--- src/rtl/seq_scan_pkg.sv ---
// Shared encodings for the word-to-bit-serial scan controller and its pattern detector.
package seq_scan_pkg;

    typedef enum logic [1:0] {
        IDLE   = 2'b00,
        SHIFT  = 2'b01,
        REPORT = 2'b10
    } ctrl_state_e;

    typedef enum logic [1:0] {
        S0 = 2'b00,
        S1 = 2'b01,
        S2 = 2'b10,
        S3 = 2'b11
    } det_state_e;

    localparam logic MODE_110  = 1'b0;
    localparam logic MODE_1101 = 1'b1;

    // Mealy hit: "110" completes from S2 on a 0, "1101" completes from S3 on a 1.
    function automatic logic det_hit(input det_state_e st, input logic mode, input logic din);
        if (mode == MODE_110) begin
            return (st == S2) && !din;
        end
        return (st == S3) && din;
    endfunction

endpackage

--- src/rtl/seq_det_core.sv ---
// Overlapping 4-state Mealy detector for "110" / "1101"; clr beats en.
module seq_det_core
    import seq_scan_pkg::*;
(
    input  logic clk,
    input  logic rst,
    input  logic en,
    input  logic clr,
    input  logic mode,
    input  logic din,
    output logic hit
);

    det_state_e state_q;
    det_state_e state_d;

    always_comb begin
        state_d = state_q;
        case (state_q)
            S0:      state_d = din ? S1 : S0;
            S1:      state_d = din ? S2 : S0;
            S2:      state_d = din ? S2 : S3;
            S3:      state_d = din ? S1 : S0;
            default: state_d = S0;
        endcase
    end

    always_ff @(posedge clk) begin
        if (rst || clr) begin
            state_q <= S0;
        end else if (en) begin
            state_q <= state_d;
        end
    end

    assign hit = det_hit(state_q, mode, din);

endmodule

--- src/rtl/seq_scan_ctrl.sv ---
// Feeds accepted words MSB-first into the detector and reports a saturating hit count per word.
module seq_scan_ctrl
    import seq_scan_pkg::*;
#(
    parameter int unsigned WORD_W = 8,
    parameter int unsigned CNT_W  = 4
) (
    input  logic              clk,
    input  logic              rst,
    input  logic              in_valid,
    output logic              in_ready,
    input  logic [WORD_W-1:0] in_data,
    input  logic              in_mode,
    output logic              out_valid,
    input  logic              out_ready,
    output logic [CNT_W-1:0]  out_count,
    output logic              det_pulse,
    output logic              busy
);

    localparam int unsigned     BIT_W    = (WORD_W > 1) ? $clog2(WORD_W) : 1;
    localparam logic [BIT_W-1:0] LAST_BIT = BIT_W'(WORD_W - 1);
    localparam logic [CNT_W-1:0] CNT_MAX  = '1;

    ctrl_state_e       state_q;
    logic [WORD_W-1:0] shreg_q;
    logic [BIT_W-1:0]  bit_cnt_q;
    logic [CNT_W-1:0]  hit_cnt_q;
    logic              mode_q;
    logic              in_ready_q;
    logic              out_valid_q;
    logic              busy_q;

    logic accept;
    logic shifting;
    logic core_clr;
    logic core_hit;

    assign accept   = in_ready_q && in_valid;
    assign shifting = (state_q == SHIFT);
    // A new mode invalidates the carried prefix history.
    assign core_clr = accept && (in_mode != mode_q);

    seq_det_core u_core (
        .clk  (clk),
        .rst  (rst),
        .en   (shifting),
        .clr  (core_clr),
        .mode (mode_q),
        .din  (shreg_q[WORD_W-1]),
        .hit  (core_hit)
    );

    assign det_pulse = core_hit && shifting;

    always_ff @(posedge clk) begin
        if (rst) begin
            state_q     <= IDLE;
            shreg_q     <= '0;
            bit_cnt_q   <= '0;
            hit_cnt_q   <= '0;
            mode_q      <= MODE_110;
            in_ready_q  <= 1'b1;
            out_valid_q <= 1'b0;
            busy_q      <= 1'b0;
        end else begin
            case (state_q)
                IDLE: begin
                    if (accept) begin
                        shreg_q    <= in_data;
                        mode_q     <= in_mode;
                        bit_cnt_q  <= '0;
                        hit_cnt_q  <= '0;
                        state_q    <= SHIFT;
                        in_ready_q <= 1'b0;
                        busy_q     <= 1'b1;
                    end
                end
                SHIFT: begin
                    shreg_q   <= shreg_q << 1;
                    bit_cnt_q <= bit_cnt_q + BIT_W'(1);
                    if (det_pulse && (hit_cnt_q != CNT_MAX)) begin
                        hit_cnt_q <= hit_cnt_q + CNT_W'(1);
                    end
                    if (bit_cnt_q == LAST_BIT) begin
                        state_q     <= REPORT;
                        out_valid_q <= 1'b1;
                    end
                end
                REPORT: begin
                    if (out_ready) begin
                        state_q     <= IDLE;
                        out_valid_q <= 1'b0;
                        in_ready_q  <= 1'b1;
                        busy_q      <= 1'b0;
                    end
                end
                default: begin
                    state_q     <= IDLE;
                    in_ready_q  <= 1'b1;
                    out_valid_q <= 1'b0;
                    busy_q      <= 1'b0;
                end
            endcase
        end
    end

    assign in_ready  = in_ready_q;
    assign out_valid = out_valid_q;
    assign out_count = hit_cnt_q;
    assign busy      = busy_q;

endmodule

--- config.mk ---
export PLATFORM = sky130hd
export DESIGN_NAME = seq_scan_ctrl
export DESIGN_NICKNAME = d
export VERILOG_FILES = /design/src/rtl/seq_scan_pkg.sv /design/src/rtl/seq_det_core.sv /design/src/rtl/seq_scan_ctrl.sv
export SDC_FILE = /design/constraint.sdc
export NUM_CORES = 1
export LEC_CHECK = 0
export CELL_PAD_IN_SITES_DETAIL_PLACEMENT = 1
export CELL_PAD_IN_SITES_GLOBAL_PLACEMENT = 1
export CORE_ASPECT_RATIO = 0.8
export CORE_UTILIZATION = 37
export CTS_BUF_LIST = sky130_fd_sc_hd__clkbuf_8 sky130_fd_sc_hd__clkbuf_16
export DETAILED_ROUTE_END_ITERATION = 8
export PLACE_DENSITY = 0.81
export SYNTH_ARGS = -nofsm -noshare
export SYNTH_HDL_FRONTEND = slang
export SYNTH_SLANG_ARGS = --single-unit
--- constraint.sdc ---
create_clock -name clk -period 2.35 [get_ports clk]
set_clock_uncertainty 0.05 [all_clocks]
set_input_delay 0.3525 -clock clk [delete_from_list [all_inputs] [get_ports clk]]
set_output_delay 0.3525 -clock clk [all_outputs]
set_load 0.05 [all_outputs]
**Word level (Yosys, flattened, before mapping)**

Cells that the tools add are included.

- Output and inout bits: 8
- Register bits after elaboration: 23
- Word-level logic and storage cells: 67
- Bits of input ports: 13

- Bitwise operators: 2
- Eq/ne operators: 12
- Add/subtract/negate cells: 2
- Reductions and logical operators: 18
- Muxes and demuxes: 24

Operators by type and width:

| operator | number |
|---|---|
| $pmux W8 S2 | 1 |
| $pmux W2 S3 | 2 |
| $reduce_and A3 Y1 | 4 |
| $pmux W1 S3 | 3 |
| $mux W1 | 8 |
| $mux W2 | 4 |
| $mux W4 | 2 |
| $mux W8 | 1 |
| $pmux W4 S2 | 1 |
| $eq A2 B2 Y1 const B | 3 |
| $logic_and A1 B1 Y1 | 6 |
| $pmux W3 S2 | 1 |
| $add A4 B1 Y4 const B | 1 |
| $eq A2 B1 Y1 const B | 2 |
| $logic_not A2 Y1 | 2 |
| $ne A2 B1 Y1 const B | 2 |
| $ne A2 B2 Y1 const B | 2 |
| $ne A4 B4 Y1 const B | 1 |
| $reduce_and A2 Y1 | 2 |
| $add A3 B1 Y3 const B | 1 |
| $eq A3 B3 Y1 const B | 1 |
| $mux W3 | 1 |
| $not A1 Y1 | 2 |
| $reduce_bool A2 Y1 | 1 |
| other kinds (4) | 4 |

**Logic depth before layout (Yosys ltp)**

Gate-level depths: netlist (run 1).

- Depth in word-level cells: 7
- Gate-level depth with buffers: 6
- Gate-level depth less buffers: 6

**By module**

From an unflattened synthesis (run 1), not the netlist that was laid out.

- Cells, all modules: 134
- Area, all modules: 1,177.4 um^2

By module, submodules not included:

| module | cells each | seq. area each (um^2) | instances | area an instance (um^2) |
|---|---|---|---|---|
| seq_scan_ctrl | 118 | 420.4 | 1 | 1,018.5 |
| seq_det_core | 16 | 40.0 | 1 | 158.9 |

**Worst setup path before layout (run 1)**

Ideal clock, no wire load.

- Kind: register to register
- From: register u_core.state_q[0]
- To: register hit_cnt_q[2], in the netlist out_count[2]
- Clock period less this slack: 2.153 ns
- Required time: 2.229 ns
- Arrival time: 2.032 ns
- Library setup time: 0.071 ns
- Path buffers: 0
- Cell stages (with the launch flop): 7
- Setup slack: 0.197 ns
- Cell sequence: dfxtp_1 inv_1 ha_1 or3b_1 a21oi_1 a31oi_1 a21oi_1

- Cells in the longest elaborated chain, start to end: 7
- Elaborated cells between the ends (all ways): 9
- Classes of those cells: 3 x eq/ne; 1 x mux; 5 x reduce/logical

Ends and longest elaborated chain:

| what | line | source |
|---|---|---|
| from (decl) | seq_det_core.sv:14 | `det_state_e state_q;` |
| from (signal assigned) | seq_det_core.sv:32 | `state_q <= state_d;` |
| $eq A2 B2 Y1 (on tied branches) | seq_scan_pkg.sv:23, seq_scan_pkg.sv:25 |  |
| $logic_and A1 B1 Y1 (on tied branches) | seq_scan_pkg.sv:23, seq_scan_pkg.sv:25 |  |
| $mux W1 * | seq_scan_pkg.sv:25 | `return (st == S3) && din;` |
| $logic_and A1 B1 Y1 * | seq_scan_ctrl.sv:54 | `assign det_pulse = core_hit && shifting;` |
| named net det_pulse | seq_scan_ctrl.sv:17 | `output logic det_pulse,` |
| $logic_and A1 B1 Y1 * | seq_scan_ctrl.sv:82 | `if (det_pulse && (hit_cnt_q != CNT_MAX)) begin` |
| $ne A2 B1 Y1 (no source line) * | n/a |  |
| $reduce_and A3 Y1 (no source line) * | n/a |  |
| to (signal assigned) | seq_scan_ctrl.sv:83 | `hit_cnt_q <= hit_cnt_q + CNT_W'(1);` |
| to (decl) | seq_scan_ctrl.sv:28 | `logic [CNT_W-1:0] hit_cnt_q;` |

Mark *: on every way through the listed nets, which the timed path passes. The rest lies on a longest branch.
A chain may end at the register's enable or synchronous reset.

**Worst setup path in the final report (run 1)**

- From: register u_core.state_q[0]
- To: output det_pulse

- Cells in the longest elaborated chain, start to end: 4
- Elaborated cells between the ends (all ways): 6
- Classes of those cells: 2 x eq/ne; 1 x mux; 3 x reduce/logical

Ends and longest elaborated chain:

| what | line |
|---|---|
| $eq A2 B2 Y1 (on tied branches) | seq_scan_pkg.sv:23, seq_scan_pkg.sv:25 |
| $logic_and A1 B1 Y1 (on tied branches) | seq_scan_pkg.sv:23, seq_scan_pkg.sv:25 |
| $mux W1 * | seq_scan_pkg.sv:25 |
| $logic_and A1 B1 Y1 * | seq_scan_ctrl.sv:54 |
| to (decl) | seq_scan_ctrl.sv:17 |

Mark *: on every way between the ends. The rest lies on a longest branch, timed or not.

==> impl_metrics.env, run 1 <==
export IMPL_port_buffers=20
export IMPL_synth_xor_area_share_pct=0.8111
export IMPL_dpl_hpwl_microns=2010
export IMPL_hold_path_class="reg -> reg"
export IMPL_fin_ws_ns=0.2174
export IMPL_drc=0
export IMPL_num_vias=995
export IMPL_netlist_area_sq_um=1080
export IMPL_cts_clk_slew_worst_paths_ns=0.08
export IMPL_n_antenna_cell=0
export IMPL_synth_top_area_share_pct=42.64
export IMPL_yosysWarnings=0
export IMPL_die_w_microns=62.40
export IMPL_yosys_area_share_simple_pct=23.17
export IMPL_cp_arrival_ns=1.73
export IMPL_globalplace_congestion=0.7415
export IMPL_worst_pin_slew_ns=0.5587
export IMPL_async_reset_ff_share_pct=0
export IMPL_crit_path_top_delay_cell="or3b_1"
export IMPL_vias_per_cell=5.209
export IMPL_die_area_sq_um=3140
export IMPL_drv_slew=0
export IMPL_synth_largest_area_cell="dfxtp_1"
export IMPL_synthCells=132
export IMPL_relSlewSlack_pct=62.64
export IMPL_final_antenna_net_count=0
export IMPL_drtPass1Iterations=4
export IMPL_cts_sinks=23
export IMPL_power_density_nw_per_um2=614.7
export IMPL_io_pins=21
export IMPL_cts_tree="done"
export IMPL_drt_iter0_markers=32
export IMPL_fin_crit_ns=2.133
export IMPL_gr_total_overflow=0
export IMPL_critPathMaxFanout=3
export IMPL_finalHoldViolCount=0
export IMPL_grt_use_total_pct=18.13
export IMPL_synth_flop_cell="dfxtp_1"
export IMPL_post_drt_wl_per_cell_microns=13.58
export IMPL_initial_utilization_pct=39.05
export IMPL_pre_cts_ws_ns=0.3816
export IMPL_grt_pass1_vias=1005
export IMPL_area_growth_pct=28.39
export IMPL_cts_max_level=1
export IMPL_fp_dieH_microns=50.32
export IMPL_synth_top_family_by_area="simple AND/OR/NAND/NOR gates"
export IMPL_synth_seq_cells=23
export IMPL_setup_worst_path_start_class="flop"
export IMPL_path_class="reg -> out"
export IMPL_crit_path_end_kind="output pin"
export IMPL_core_area_sq_um=2765
export IMPL_cts_repair_resize_count=0
export IMPL_synth_compound_area_share_pct=20.63
export IMPL_cts_buffers_inserted=3
export IMPL_grt_start_max_net_pins=17
export IMPL_holdWs_ns=0.4280
export IMPL_ys_types=28
export IMPL_seq_area_frac_synth_pct=42.64
export IMPL_finalSetupTns_ns=0
export IMPL_cpPeakStageDelay_ns=0.37
export IMPL_nets=173
export IMPL_root_buffer="clkbuf_8"
export IMPL_synthMuxAreaShare_pct=0.9270
export IMPL_fillCellCount=347
export IMPL_path_cells="inv_1, ha_1, or3b_1, a21oi_1, buf_12"
export IMPL_routed_wirelength_microns=2594
export IMPL_drive_gt1_share_pct=6.536
export IMPL_synthTopCellsByArea="dfxtp_1 43%, ha_1 7.0%, nand2_1 7.0%"
export IMPL_antenna_found_initial=0
export IMPL_holdBufCountCts=0
export IMPL_synth_edf_count=0
export IMPL_timing_reg2reg_setup_slack_ns=0.37
export IMPL_setup_viol=0
export IMPL_syn_nets=151
export IMPL_cp_data_required_time_ns=1.95
export IMPL_cts_setup_buffers=0
export IMPL_avgSynthCellArea_sq_um=8.180
export IMPL_timing_final_crit_share_pct=90.75
export IMPL_clock_latency_ns=0.27
export IMPL_core_rowCount=17
export IMPL_cts_buffer_depth=2
export IMPL_ir_drop_mv=0.5095
export IMPL_synth_fa_ha_area_share_pct=6.952
export IMPL_rsz0062_at_grt="false"
export IMPL_max_freq_mhz=468.9
export IMPL_outcome="completed"
export IMPL_cap_violations=0
export IMPL_p_leak_nw=0.5258
export IMPL_grt_pass1_wl_microns=4374
cells in the mapped netlist, types with 3 or more instances:
master / instances
dfxtp_1: 23
nand2_1: 20
nor2_1: 17
a21oi_1: 9
a311oi_1: 7
clkbuf_1: 7
inv_1: 7
ha_1: 6
nand3_1: 5
a22oi_1: 4
nand2b_1: 3
cell usage in the layout, fill, tap and decap left out, drive strengths merged, types with 3 or more instances in the layout:
cell           netlist  final
a21oi                9      9
a22oi                4      4
a311oi               7      7
buf                  0      5
clkbuf               7      3
clkdlybuf4s50        0     19
dfxtp               23     23
ha                   6      6
inv                  7      8
nand2               20     20
nand2b               3      3
nand3                5      5
nor2                17     17
critical path: cells and delay by family, from the launching register on:
family	cells	cell delay (ns)
simple gates	1	0.37
buf+inv	2	0.26
flops	1	0.34
fa+ha+maj	1	0.18
compound gates	1	0.30
path summary, 6_finish.rpt:
check | startpoint | to | depth (start not counted)
worst max register to register | u_core.state_q[0]$_SDFFE_PP0P_ | out_count[3]$_SDFFE_PP0P_ | 6
worst max-delay path | u_core.state_q[0]$_SDFFE_PP0P_ | det_pulse | 5
worst min register to register | shreg_q[2]$_SDFFE_PP0P_ | shreg_q[3]$_SDFFE_PP0P_ | 2
worst min-delay path | shreg_q[2]$_SDFFE_PP0P_ | shreg_q[3]$_SDFFE_PP0P_ | 2
registers in the layout, indices dropped and copies added (netlist names):
name,cells
bit_cnt_q,3
mode_q,1
state_q,2
u_core.state_q,2
out_count,4
shreg_q,8
in_ready,1
busy,1
out_valid,1
cell families (layout without fill, tap and decap cells):
family                   after synthesis  count (layout)
multiplexers                           1               1
adder cells (fa/ha/maj)                6               6
flip-flops                            23              23
buffers and inverters                 14              35
XOR/XNOR                               1               1
AO/OA/AOI/OAI                         32              32
AND/OR/NAND/NOR                       55              55
where the power goes:
part	total, mW	internal, mW	leakage [nW]	switching (mW)
Sequential	0.440	0.418	0.189	0.0226
Clock	0.245	0.117	0.0269	0.129
Combinational	0.167	0.0734	0.310	0.0932
metal layers:
metal  global-route usage, %  up-vias  wire (microns)
met1                   20.75      472            1233
met5                       0        -               0
li1                        -      508               -
met4                   6.589        0              24
met2                   32.43       11            1249
met3                   5.000        4              87
through the flow:
| stage | area, sq um | util (%) | power (mW) | std cells |
|---|---|---|---|---|
| after floorplan | 1080 | - | 0.5500 | 132 |
| after global placement | 1341 | 48.51 | 0.6070 | 187 |
| after detailed placement | 1341 | 48.51 | 0.6169 | 187 |
| after CTS | 1386 | 50.14 | 0.8624 | 191 |
| after global routing | 1386 | 50.14 | 0.9021 | 191 |
| final | 1386 | 50.14 | 0.8522 | 191 |
final cells by class:
type | instances | area (sq um) | area share, %
clock buffer | 3 | 41.29 | 2.978
clock inverter | 1 | 3.754 | 0.2708
inverter | 7 | 26.28 | 1.895
multi-input combinational | 95 | 566.8 | 40.88
sequential | 23 | 460.4 | 33.21
tap | 38 | 47.55 | 3.430
timing repair buffer | 24 | 240.2 | 17.33
No activity file was read; power rests on OpenSTA's default activity.
==> run 2, diff against run 1 <==
--- a/config.mk
+++ b/config.mk
@@ -8,6 +8,7 @@
 export CELL_PAD_IN_SITES_DETAIL_PLACEMENT = 1
 export CELL_PAD_IN_SITES_GLOBAL_PLACEMENT = 1
 export CORE_ASPECT_RATIO = 0.8
+export CORE_MARGIN = 1.5
 export CORE_UTILIZATION = 37
 export CTS_BUF_LIST = sky130_fd_sc_hd__clkbuf_8 sky130_fd_sc_hd__clkbuf_16
 export DETAILED_ROUTE_END_ITERATION = 8
==> run 2 against run 1 <==
Die area grew 3.6%. Fmax rose by 1.2%. Power increased by 0.32%. Design area stayed put. Cell count is the same. Worst hold slack better by 0.0093 ns. Combinational power about the same. Sequential share of layout area unchanged. Non-clock buffer count is the same. Global-route usage grew 0.42 points. Register-to-register slack hardly changed. Largest power group unchanged. Highest routed layer unchanged.
==> impl_metrics.env, run 2 (synthesis gave the netlist of run 1 again) <==
export IMPL_timing_reg2reg_setup_slack_ns=0.37
export IMPL_gr_total_overflow=0
export IMPL_final_antenna_net_count=0
export IMPL_max_freq_mhz=474.6
export IMPL_cap_violations=0
export IMPL_cts_buffer_depth=2
export IMPL_area_growth_pct=28.39
export IMPL_timing_final_crit_share_pct=89.65
export IMPL_port_buffers=20
export IMPL_setup_worst_path_start_class="flop"
export IMPL_cts_clk_slew_worst_paths_ns=0.08
export IMPL_finalSetupTns_ns=0
export IMPL_dpl_hpwl_microns=2003
export IMPL_dpl_cell_count=187
export IMPL_nets=173
export IMPL_cp_arrival_ns=1.70
export IMPL_num_vias=1030
export IMPL_worst_pin_slew_ns=0.5481
export IMPL_fin_crit_ns=2.107
export IMPL_path_class="reg -> out"
export IMPL_holdBufCountCts=0
export IMPL_vias_per_cell=5.393
export IMPL_cts_sinks=23
export IMPL_cts_repair_resize_count=0
export IMPL_core_area_sq_um=2765
export IMPL_grt_pass1_vias=1016
export IMPL_globalplace_congestion=0.7096
export IMPL_die_area_sq_um=3254
export IMPL_core_rowCount=17
export IMPL_antenna_found_initial=0
export IMPL_hold_path_class="reg -> reg"
export IMPL_outcome="completed"
export IMPL_grt_pass1_wl_microns=4609
export IMPL_drtPass1Iterations=4
export IMPL_ir_drop_mv=0.4642
export IMPL_setup_viol=0
export IMPL_grt_start_max_net_pins=17
export IMPL_cts_tree="done"
export IMPL_initial_utilization_pct=39.05
export IMPL_fin_ws_ns=0.2431
export IMPL_finalHoldViolCount=0
export IMPL_relSlewSlack_pct=63.35
export IMPL_die_w_microns=63.40
export IMPL_n_antenna_cell=0
export IMPL_final_common_cell="dfxtp_1"
export IMPL_rsz0062_at_grt="false"
export IMPL_drv_slew=0
export IMPL_final_cells=191
export IMPL_drt_iter0_markers=44
export IMPL_critPathMaxFanout=3
export IMPL_fp_dieH_microns=51.32
export IMPL_routed_wirelength_microns=2641
export IMPL_io_pins=21
export IMPL_cts_setup_buffers=0
export IMPL_drc=0
export IMPL_grt_use_total_pct=18.56
export IMPL_cts_buffers_inserted=3
export IMPL_pre_cts_ws_ns=0.3891
export IMPL_drive_gt1_share_pct=6.536
export IMPL_root_buffer="clkbuf_8"
export IMPL_cp_data_required_time_ns=1.95
export IMPL_holdWs_ns=0.4374
export IMPL_p_leak_nw=0.5258
export IMPL_clock_latency_ns=0.27
export IMPL_cts_max_level=1
export IMPL_final_cell_mix="23 x dfxtp_1, 20 x nand2_1, 19 x clkdlybuf4s50_1, 17 x nor2_1, 9 x a21oi_1"
export IMPL_crit_path_end_kind="output pin"
export IMPL_largest_register_ffs=8
export IMPL_post_drt_wl_per_cell_microns=13.83
export IMPL_power_density_nw_per_um2=616.7
export IMPL_registers_top_by_ff_count="shreg_q"
-- run 2: path summary, 6_finish.rpt --
kind	from	end	cells after the start
setup / recovery	u_core.state_q[0]$_SDFFE_PP0P_	det_pulse	5
hold / removal	shreg_q[3]$_SDFFE_PP0P_	shreg_q[4]$_SDFFE_PP0P_	2
setup reg to reg	u_core.state_q[0]$_SDFFE_PP0P_	out_count[3]$_SDFFE_PP0P_	6
hold reg to reg	shreg_q[3]$_SDFFE_PP0P_	shreg_q[4]$_SDFFE_PP0P_	2
-- run 2: power breakdown --
group	switching (mW)	total, mW	leakage (nW)	internal [mW]
Sequential	0.0227	0.440	0.189	0.418
Clock	0.132	0.249	0.0269	0.117
Combinational	0.0925	0.166	0.310	0.0733
Total	0.247	0.855	0.526	0.608
-- run 2: layout make-up --
class | count | area, sq um
Clock buffer | 3 | 41.29
Inverter | 7 | 26.28
Timing Repair Buffer | 24 | 240.2
Clock inverter | 1 | 3.754
Multi-Input combinational cell | 95 | 566.8
Tap cell | 38 | 47.55
Sequential cell | 23 | 460.4
Fill cell | 341 | 1379
-- run 2: critical path, cell delays in order, from the launching register on --
cell	delay (ns)
dfxtp_1	0.34
inv_1	0.08
ha_1	0.18
or3b_1	0.37
a21oi_1	0.29
buf_12	0.18
-- run 2: per-layer routing --
metal  global-route usage (%)  wire (microns)  up-vias
met1                    21.09            1159      499
met5                        0               0        -
met4                    5.435              27        0
met2                    34.39            1370       15
met3                    4.846              84        5
li1                         -               -      511
-- run 2: through the flow --
step,cell area [sq um],total power [mW],util [%]
floorplan,1080,0.5500,-
global placement,1341,0.6066,48.51
detailed placement,1341,0.6169,48.51
CTS,1386,0.8653,50.14
global route,1386,0.9027,50.14
finish,1386,0.8549,50.14
